`src/rtl/instr_mem_loader.sv`:
```
// Instruction-memory writer: assembles big-endian words from a UART byte
// stream and writes them from address 0 while holding the CPU.
module instr_mem_loader #(
    parameter int unsigned ADDR_W   = 10,
    parameter logic [31:0] HLT_WORD = 32'h00000001,
    parameter logic [15:0] TIMEOUT  = 16'd50000
) (
    input  logic              clk,
    input  logic              rst_n,
    input  logic              start,
    input  logic [7:0]        rx_data,
    input  logic              rx_valid,
    output logic              rx_ready,
    output logic              mem_we,
    output logic [ADDR_W-1:0] mem_addr,
    output logic [31:0]       mem_wdata,
    output logic              cpu_hold,
    output logic              done,
    output logic              err,
    output logic [ADDR_W:0]   word_count
);

    typedef enum logic [1:0] {IDLE, LOAD, WRITE, DONE} state_t;

    state_t            state, state_nxt;
    logic [1:0]        byte_cnt, byte_cnt_nxt;
    logic [31:0]       shift, shift_nxt;
    logic [15:0]       to_cnt, to_cnt_nxt;
    logic              we_nxt, ready_nxt, hold_nxt, done_nxt, err_nxt;
    logic [ADDR_W-1:0] addr_nxt;
    logic [31:0]       wdata_nxt;
    logic [ADDR_W:0]   wc_nxt;
    logic              accept;
    logic              last;

    assign accept = rx_valid && rx_ready;
    // During WRITE mem_addr equals word_count, so all-ones means memory is full
    assign last   = (mem_addr == {ADDR_W{1'b1}});

    always_comb begin
        state_nxt    = state;
        byte_cnt_nxt = byte_cnt;
        shift_nxt    = shift;
        to_cnt_nxt   = to_cnt;
        we_nxt       = 1'b0;
        ready_nxt    = 1'b0;
        addr_nxt     = mem_addr;
        wdata_nxt    = mem_wdata;
        hold_nxt     = cpu_hold;
        done_nxt     = done;
        err_nxt      = err;
        wc_nxt       = word_count;
        unique case (state)
            IDLE, DONE: begin
                if (start) begin
                    state_nxt    = LOAD;
                    byte_cnt_nxt = '0;
                    shift_nxt    = '0;
                    to_cnt_nxt   = '0;
                    addr_nxt     = '0;
                    wc_nxt       = '0;
                    err_nxt      = 1'b0;
                    done_nxt     = 1'b0;
                    hold_nxt     = 1'b1;
                    ready_nxt    = 1'b1;
                end
            end
            LOAD: begin
                ready_nxt = 1'b1;
                if (accept) begin
                    shift_nxt    = {shift[23:0], rx_data};
                    to_cnt_nxt   = '0;
                    byte_cnt_nxt = byte_cnt + 2'd1;
                    if (byte_cnt == 2'd3) begin
                        state_nxt = WRITE;
                        we_nxt    = 1'b1;
                        ready_nxt = 1'b0;
                        wdata_nxt = {shift[23:0], rx_data};
                        addr_nxt  = word_count[ADDR_W-1:0];
                    end
                end else if (byte_cnt != 2'd0) begin
                    if (to_cnt == TIMEOUT - 16'd1) begin
                        byte_cnt_nxt = '0;
                        shift_nxt    = '0;
                        to_cnt_nxt   = '0;
                        err_nxt      = 1'b1;
                    end else begin
                        to_cnt_nxt = to_cnt + 16'd1;
                    end
                end
            end
            WRITE: begin
                wc_nxt = word_count + 1'b1;
                if (mem_wdata == HLT_WORD || last) begin
                    state_nxt = DONE;
                    done_nxt  = 1'b1;
                    hold_nxt  = 1'b0;
                    if (!last) addr_nxt = mem_addr + 1'b1;
                end else begin
                    state_nxt = LOAD;
                    ready_nxt = 1'b1;
                    addr_nxt  = mem_addr + 1'b1;
                end
            end
        endcase
    end

    always_ff @(posedge clk or negedge rst_n) begin
        if (!rst_n) begin
            state      <= IDLE;
            byte_cnt   <= '0;
            shift      <= '0;
            to_cnt     <= '0;
            mem_we     <= 1'b0;
            rx_ready   <= 1'b0;
            mem_addr   <= '0;
            mem_wdata  <= '0;
            cpu_hold   <= 1'b1;
            done       <= 1'b0;
            err        <= 1'b0;
            word_count <= '0;
        end else begin
            state      <= state_nxt;
            byte_cnt   <= byte_cnt_nxt;
            shift      <= shift_nxt;
            to_cnt     <= to_cnt_nxt;
            mem_we     <= we_nxt;
            rx_ready   <= ready_nxt;
            mem_addr   <= addr_nxt;
            mem_wdata  <= wdata_nxt;
            cpu_hold   <= hold_nxt;
            done       <= done_nxt;
            err        <= err_nxt;
            word_count <= wc_nxt;
        end
    end

endmodule

```
`config.mk`:
```
export PLATFORM = sky130hd
export DESIGN_NAME = instr_mem_loader
export DESIGN_NICKNAME = d
export VERILOG_FILES = /design/src/rtl/instr_mem_loader.sv
export SDC_FILE = /design/constraint.sdc
export NUM_CORES = 1
export LEC_CHECK = 0
export BUFFER_PORTS_ARGS = -buffer_cell sky130_fd_sc_hd__buf_2
export CAP_MARGIN = 20
export CORE_UTILIZATION = 32
export DETAILED_ROUTE_END_ITERATION = 12
export PLACE_DENSITY = 0.47
export SETUP_SLACK_MARGIN = 0.02
export SLEW_MARGIN = 5
export SYNTH_ARGS = -nofsm -noshare
export SYNTH_HDL_FRONTEND = slang
export SYNTH_SLANG_ARGS = --single-unit
```
`constraint.sdc`:
```
create_clock -name clk -period 2.3 [get_ports clk]
set_input_delay 0.115 -clock clk [delete_from_list [all_inputs] [get_ports clk]]
set_output_delay 0.115 -clock clk [all_outputs]
set_load 0.02 [all_outputs]
```
==> impl_results.html <==
<table>
<tr><th>Metric</th><th>Value</th></tr>
<tr><th colspan="2">Pwr</th></tr>
<tr><td>Relative contribution of the clock network to total power</td><td>~26%</td></tr>
<tr><td>Worst vdd rail ir drop</td><td>715 uV</td></tr>
<tr><td>Share of power burned in registers</td><td>37.5%</td></tr>
<tr><td>Cell Int Power</td><td>about 3.9 mW</td></tr>
<tr><td>Leakage component of the power</td><td>~2.9 nW</td></tr>
<tr><td>Power per cell area</td><td>1100 nW/um2</td></tr>
<tr><td>Switching share of total power</td><td>39.2%</td></tr>
<tr><td>Power spent charging and discharging nets</td><td>between 2 and 2.5 mW</td></tr>
<tr><td>Part of the power in combinational logic</td><td>between 30% and 40%</td></tr>
<tr><th colspan="2">Route</th></tr>
<tr><td>Average wire per cell in the routed design</td><td>~16 um</td></tr>
<tr><td>Post-Route M1 WL</td><td>just over 6000 um</td></tr>
<tr><td>Top layer in use</td><td>met5</td></tr>
<tr><td>Met3 routed wirelength</td><td>between 400 and 500 um</td></tr>
<tr><td>Post-DRT Antenna Nets</td><td>0</td></tr>
<tr><td>Count of vias placed by the detailed router</td><td>between 3000 and 4000</td></tr>
<tr><td>Final WL</td><td>12200 um</td></tr>
<tr><td>First-iteration detailed-routing DRC count</td><td>approximately 150</td></tr>
<tr><td>Vias per std cell</td><td>a little over 5</td></tr>
<tr><td>DRC violation count after routing</td><td>0</td></tr>
<tr><td>First-pass iteration count of the detailed router</td><td>4</td></tr>
<tr><td>Amount of wire on met2 after detailed routing</td><td>~5400 um</td></tr>
<tr><th colspan="2">Global route</th></tr>
<tr><td>Congestion Overflow GR</td><td>0</td></tr>
<tr><td>Vias in the first global route</td><td>about 3700</td></tr>
<tr><td>Largest net degree at the start of global routing</td><td>40</td></tr>
<tr><td>Number of antenna violations at the first check in global routing</td><td>1</td></tr>
<tr><td>Gr usage total</td><td>17.0%</td></tr>
<tr><td>First-pass GRT wire length</td><td>around 20000 um</td></tr>
<tr><th colspan="2">Yosys</th></tr>
<tr><td>Cells after synthesis</td><td>470</td></tr>
<tr><td>Mapped cell area</td><td>4710 um2</td></tr>
<tr><td>Cell type contributing the most total cell area after synthesis</td><td>sky130_fd_sc_hd__dfrtp_1</td></tr>
<tr><td>Post-synth ARST share</td><td>100%</td></tr>
<tr><td>Most used flip-flop cell after synthesis</td><td>sky130_fd_sc_hd__dfrtp_1</td></tr>
<tr><td>Warning count from the yosys run</td><td>0</td></tr>
<tr><td>Sequential share of the synthesized area</td><td>a little over half</td></tr>
<tr><td>Post-synth EDFFs</td><td>0</td></tr>
<tr><td>Avg Inst Size Synth</td><td>between 10 and 15 um2</td></tr>
<tr><td>Largest cells by area after synthesis</td><td>sky130_fd_sc_hd__dfrtp_1, sky130_fd_sc_hd__nand2_1, sky130_fd_sc_hd__a22o_1</td></tr>
<tr><td>Total of flip-flops plus latches after synthesis</td><td>between 100 and 150</td></tr>
<tr><td>Post-synthesis net count</td><td>just under 500</td></tr>
<tr><td>Unique cell type count in the Yosys netlist</td><td>slightly below 50</td></tr>
<tr><td>Area fraction of the dominant cell type after synthesis</td><td>between 50 and 60%</td></tr>
<tr><th colspan="2">Timing</th></tr>
<tr><td>Setup skew after layout</td><td>9.21 ps</td></tr>
<tr><td>Endpoints failing hold</td><td>0</td></tr>
<tr><td>Maximum clock rate</td><td>approximately 0.46 GHz</td></tr>
<tr><td>Tcrit/Tclk final</td><td>between 90% and 100%</td></tr>
<tr><td>Final setup vio count</td><td>0</td></tr>
<tr><td>Setup repair after global routing missed its margin</td><td>false</td></tr>
<tr><td>Total negative setup slack</td><td>0 ps</td></tr>
<tr><td>Max-slew violations</td><td>0</td></tr>
<tr><td>Crit path time final</td><td>~2200 ps</td></tr>
<tr><td>Rel. slew slack</td><td>roughly three fifths</td></tr>
<tr><td>Slew at the pin with the worst max-slew slack</td><td>between 500 and 600 ps</td></tr>
<tr><th colspan="2">Die</th></tr>
<tr><td>Core Region</td><td>between 10000 and 15000 um2</td></tr>
<tr><td>Number of cell rows</td><td>43</td></tr>
<tr><td>Chip Height</td><td>123 um</td></tr>
<tr><td>DIE AREA</td><td>15200 um2</td></tr>
<tr><td>Total I/O pin count</td><td>70</td></tr>
<tr><td>Starting density of the core</td><td>about a third</td></tr>
<tr><td>Die boundary width</td><td>between 100 and 150 um</td></tr>
<tr><th colspan="2">Layout</th></tr>
<tr><td>Total Nets Final</td><td>about 580</td></tr>
<tr><td>Layout area overhead</td><td>23.1%</td></tr>
<tr><td>Commonest cells after routing, fill and taps aside</td><td>sky130_fd_sc_hd__nand2_1, sky130_fd_sc_hd__dfrtp_1, sky130_fd_sc_hd__buf_2</td></tr>
<tr><td>Antenna Diode Count</td><td>0</td></tr>
<tr><td>Most common library cell in the layout ignoring fill and taps</td><td>sky130_fd_sc_hd__nand2_1</td></tr>
<tr><td>Proportion of layout cells with a drive suffix above 1</td><td>20.7%</td></tr>
<tr><td>Cell Count, Final, Fillers Out</td><td>between 700 and 800</td></tr>
<tr><th colspan="2">Placed design</th></tr>
<tr><td>Weighted congestion at the end of routability-driven global placement</td><td>0.760</td></tr>
<tr><td>Total of buffers placed on input and output ports</td><td>between 60 and 70</td></tr>
<tr><td>Cell count after placement</td><td>718</td></tr>
<tr><td>Post-detailed-placement half-perimeter wirelength</td><td>approximately 8400 um</td></tr>
<tr><th colspan="2">Clock network</th></tr>
<tr><td>Post-CTS clock slew at the launch and capture registers of the worst setup and hold paths</td><td>roughly 70 ps</td></tr>
<tr><td>Number of levels the H-tree was split into</td><td>3</td></tr>
<tr><td>Clock tree from TritonCTS</td><td>built</td></tr>
<tr><td>Longest Clk Path Bufs</td><td>2</td></tr>
<tr><td>CTS sink cnt</td><td>~100</td></tr>
<tr><td>Total CTS buffers</td><td>9</td></tr>
<tr><td>Root buf cell</td><td>sky130_fd_sc_hd__clkbuf_16</td></tr>
<tr><td>Worst-skew pair later-pin latency</td><td>approximately 350 ps</td></tr>
<tr><th colspan="2">Critical path</th></tr>
<tr><td>Data required time at the worst endpoint</td><td>between 2000 and 3000 ps</td></tr>
<tr><td>Crit path launch type</td><td>flop</td></tr>
<tr><td>Data arrival time of the critical path</td><td>2470 ps</td></tr>
<tr><td>Startpoint-to-endpoint class of the critical path</td><td>reg2reg</td></tr>
<tr><td>Critical path endpoint category</td><td>flop</td></tr>
<tr><td>Top fanout value on the critical path</td><td>29</td></tr>
<tr><th colspan="2">Flow run</th></tr>
<tr><td>Max capacitance violation total</td><td>0</td></tr>
<tr><th colspan="2">Hold path</th></tr>
<tr><td>Hold/Removal Path Class</td><td>in2reg</td></tr>
<tr><th colspan="2">Run status</th></tr>
<tr><td>Result of the run</td><td>finished clean</td></tr>
</table>
[stage by stage]
step / total power [mW] / cell area, um2 / setup slack, ps / utilization, % / hold slack (ps)
6_report: 6.36 / 5800 / 106 / 41.0 / 139
5_1_grt: 6.76 / 5800 / 41.2 / 41.0 / 153
4_1_cts: 6.43 / 5790 / 99.6 / 40.9 / 131
3_5_place_dp: 4.77 / 5390 / 129 / 38.1 / 117
3_3_place_gp: 4.74 / 5390 / 199 / 38.1 / 119
2_1_floorplan: 3.79 / 4710 / 213 / - / -181
[repair_timing]
item / CTS / global route
endpoints found under the setup margin: 0 / 4
resized for setup: 0 / 1
endpoints found under the hold margin: 47 / 0
buffers inserted: 0 / 1
hold buffers: 9 / 0
[worst max-delay path: stages, from the launching register on]
cell and delay, ps:
sky130_fd_sc_hd__dfrtp_1 380, sky130_fd_sc_hd__inv_1 50, sky130_fd_sc_hd__ha_1 330, sky130_fd_sc_hd__nor2b_4 170
sky130_fd_sc_hd__a311o_1 310, sky130_fd_sc_hd__buf_12 170, sky130_fd_sc_hd__or4_1 520, sky130_fd_sc_hd__a21oi_1 160
[power by group through the flow]
stage	Clock, mW	Sequential (mW)	Combinational (mW)
2_1_floorplan	0	2.54	1.24
3_3_place_gp	0	2.41	2.33
3_5_place_dp	0	2.42	2.34
4_1_cts	1.68	2.39	2.36
5_1_grt	1.73	2.44	2.60
6_report	1.62	2.39	2.36
[cell type report]
type                    count  area, um2
inverters                   8       30.0
well taps                 180        225
clock buffers               9        225
flip-flops and latches    102       2550
clock inverters             7       88.8
multi-input cells         340       2050
fillers                  1387       8350
repair buffers             98        626
[sequential cells by signal, summed over array words and instances, names as in the netlist]
signal      count
cpu_hold        1
state           2
byte_cnt        2
shift          24
to_cnt         16
mem_addr       10
err             1
rx_ready        1
done            1
mem_wdata      32
mem_we          1
word_count     11
[worst paths after layout]
check                          start             to  slack [ps]  cells past startpoint
max reg2reg                 state[0]     to_cnt[12]         110                      7
max in group asynchronous      rst_n      shift[23]        1260                      3
min reg2reg                shift[23]  mem_wdata[31]         470                      2
min                            start       rx_ready         140                      3
max                         state[0]     to_cnt[12]         110                      7
min in group asynchronous      rst_n  mem_wdata[28]         260                      2
[logic make-up after synthesis]
group / count (synthesis) / synth area share, %
AO/OA/AOI/OAI: 99 / 15.6
XOR/XNOR: 9 / 1.67
adder cells (fa/ha/maj): 8 / 2.12
buffers and inverters: 28 / 2.39
flip-flops: 102 / 54.2
multiplexers: 3 / 0.717
AND/OR/NAND/NOR: 221 / 23.3
[per-layer routing]
layer  vias to the layer above  track usage (%)
met5                         -                0
met4                         2             4.74
met3                         9             4.01
met2                        58             25.7
met1                      1867             24.2
li1                       1908                -
[Yosys cell counts (3+ instances only)]
master	count
sky130_fd_sc_hd__clkbuf_1	14
sky130_fd_sc_hd__dfrtp_1	101
sky130_fd_sc_hd__nand2_1	122
sky130_fd_sc_hd__and3_1	3
sky130_fd_sc_hd__nor4_1	8
sky130_fd_sc_hd__and2_1	5
sky130_fd_sc_hd__inv_1	7
sky130_fd_sc_hd__o21ai_0	11
sky130_fd_sc_hd__a22o_1	26
sky130_fd_sc_hd__nor2_1	9
sky130_fd_sc_hd__nand3_1	20
sky130_fd_sc_hd__a211oi_1	3
sky130_fd_sc_hd__buf_2	6
sky130_fd_sc_hd__a22oi_1	5
sky130_fd_sc_hd__or3_1	4
sky130_fd_sc_hd__nand4_1	19
sky130_fd_sc_hd__or4_1	11
sky130_fd_sc_hd__o21ai_1	5
sky130_fd_sc_hd__xor2_1	7
sky130_fd_sc_hd__a21oi_1	16
sky130_fd_sc_hd__o2bb2ai_1	8
sky130_fd_sc_hd__and4_1	9
sky130_fd_sc_hd__ha_1	8
sky130_fd_sc_hd__mux2_2	3
sky130_fd_sc_hd__o31ai_1	10
No activity file was read; power rests on OpenSTA's default activity.
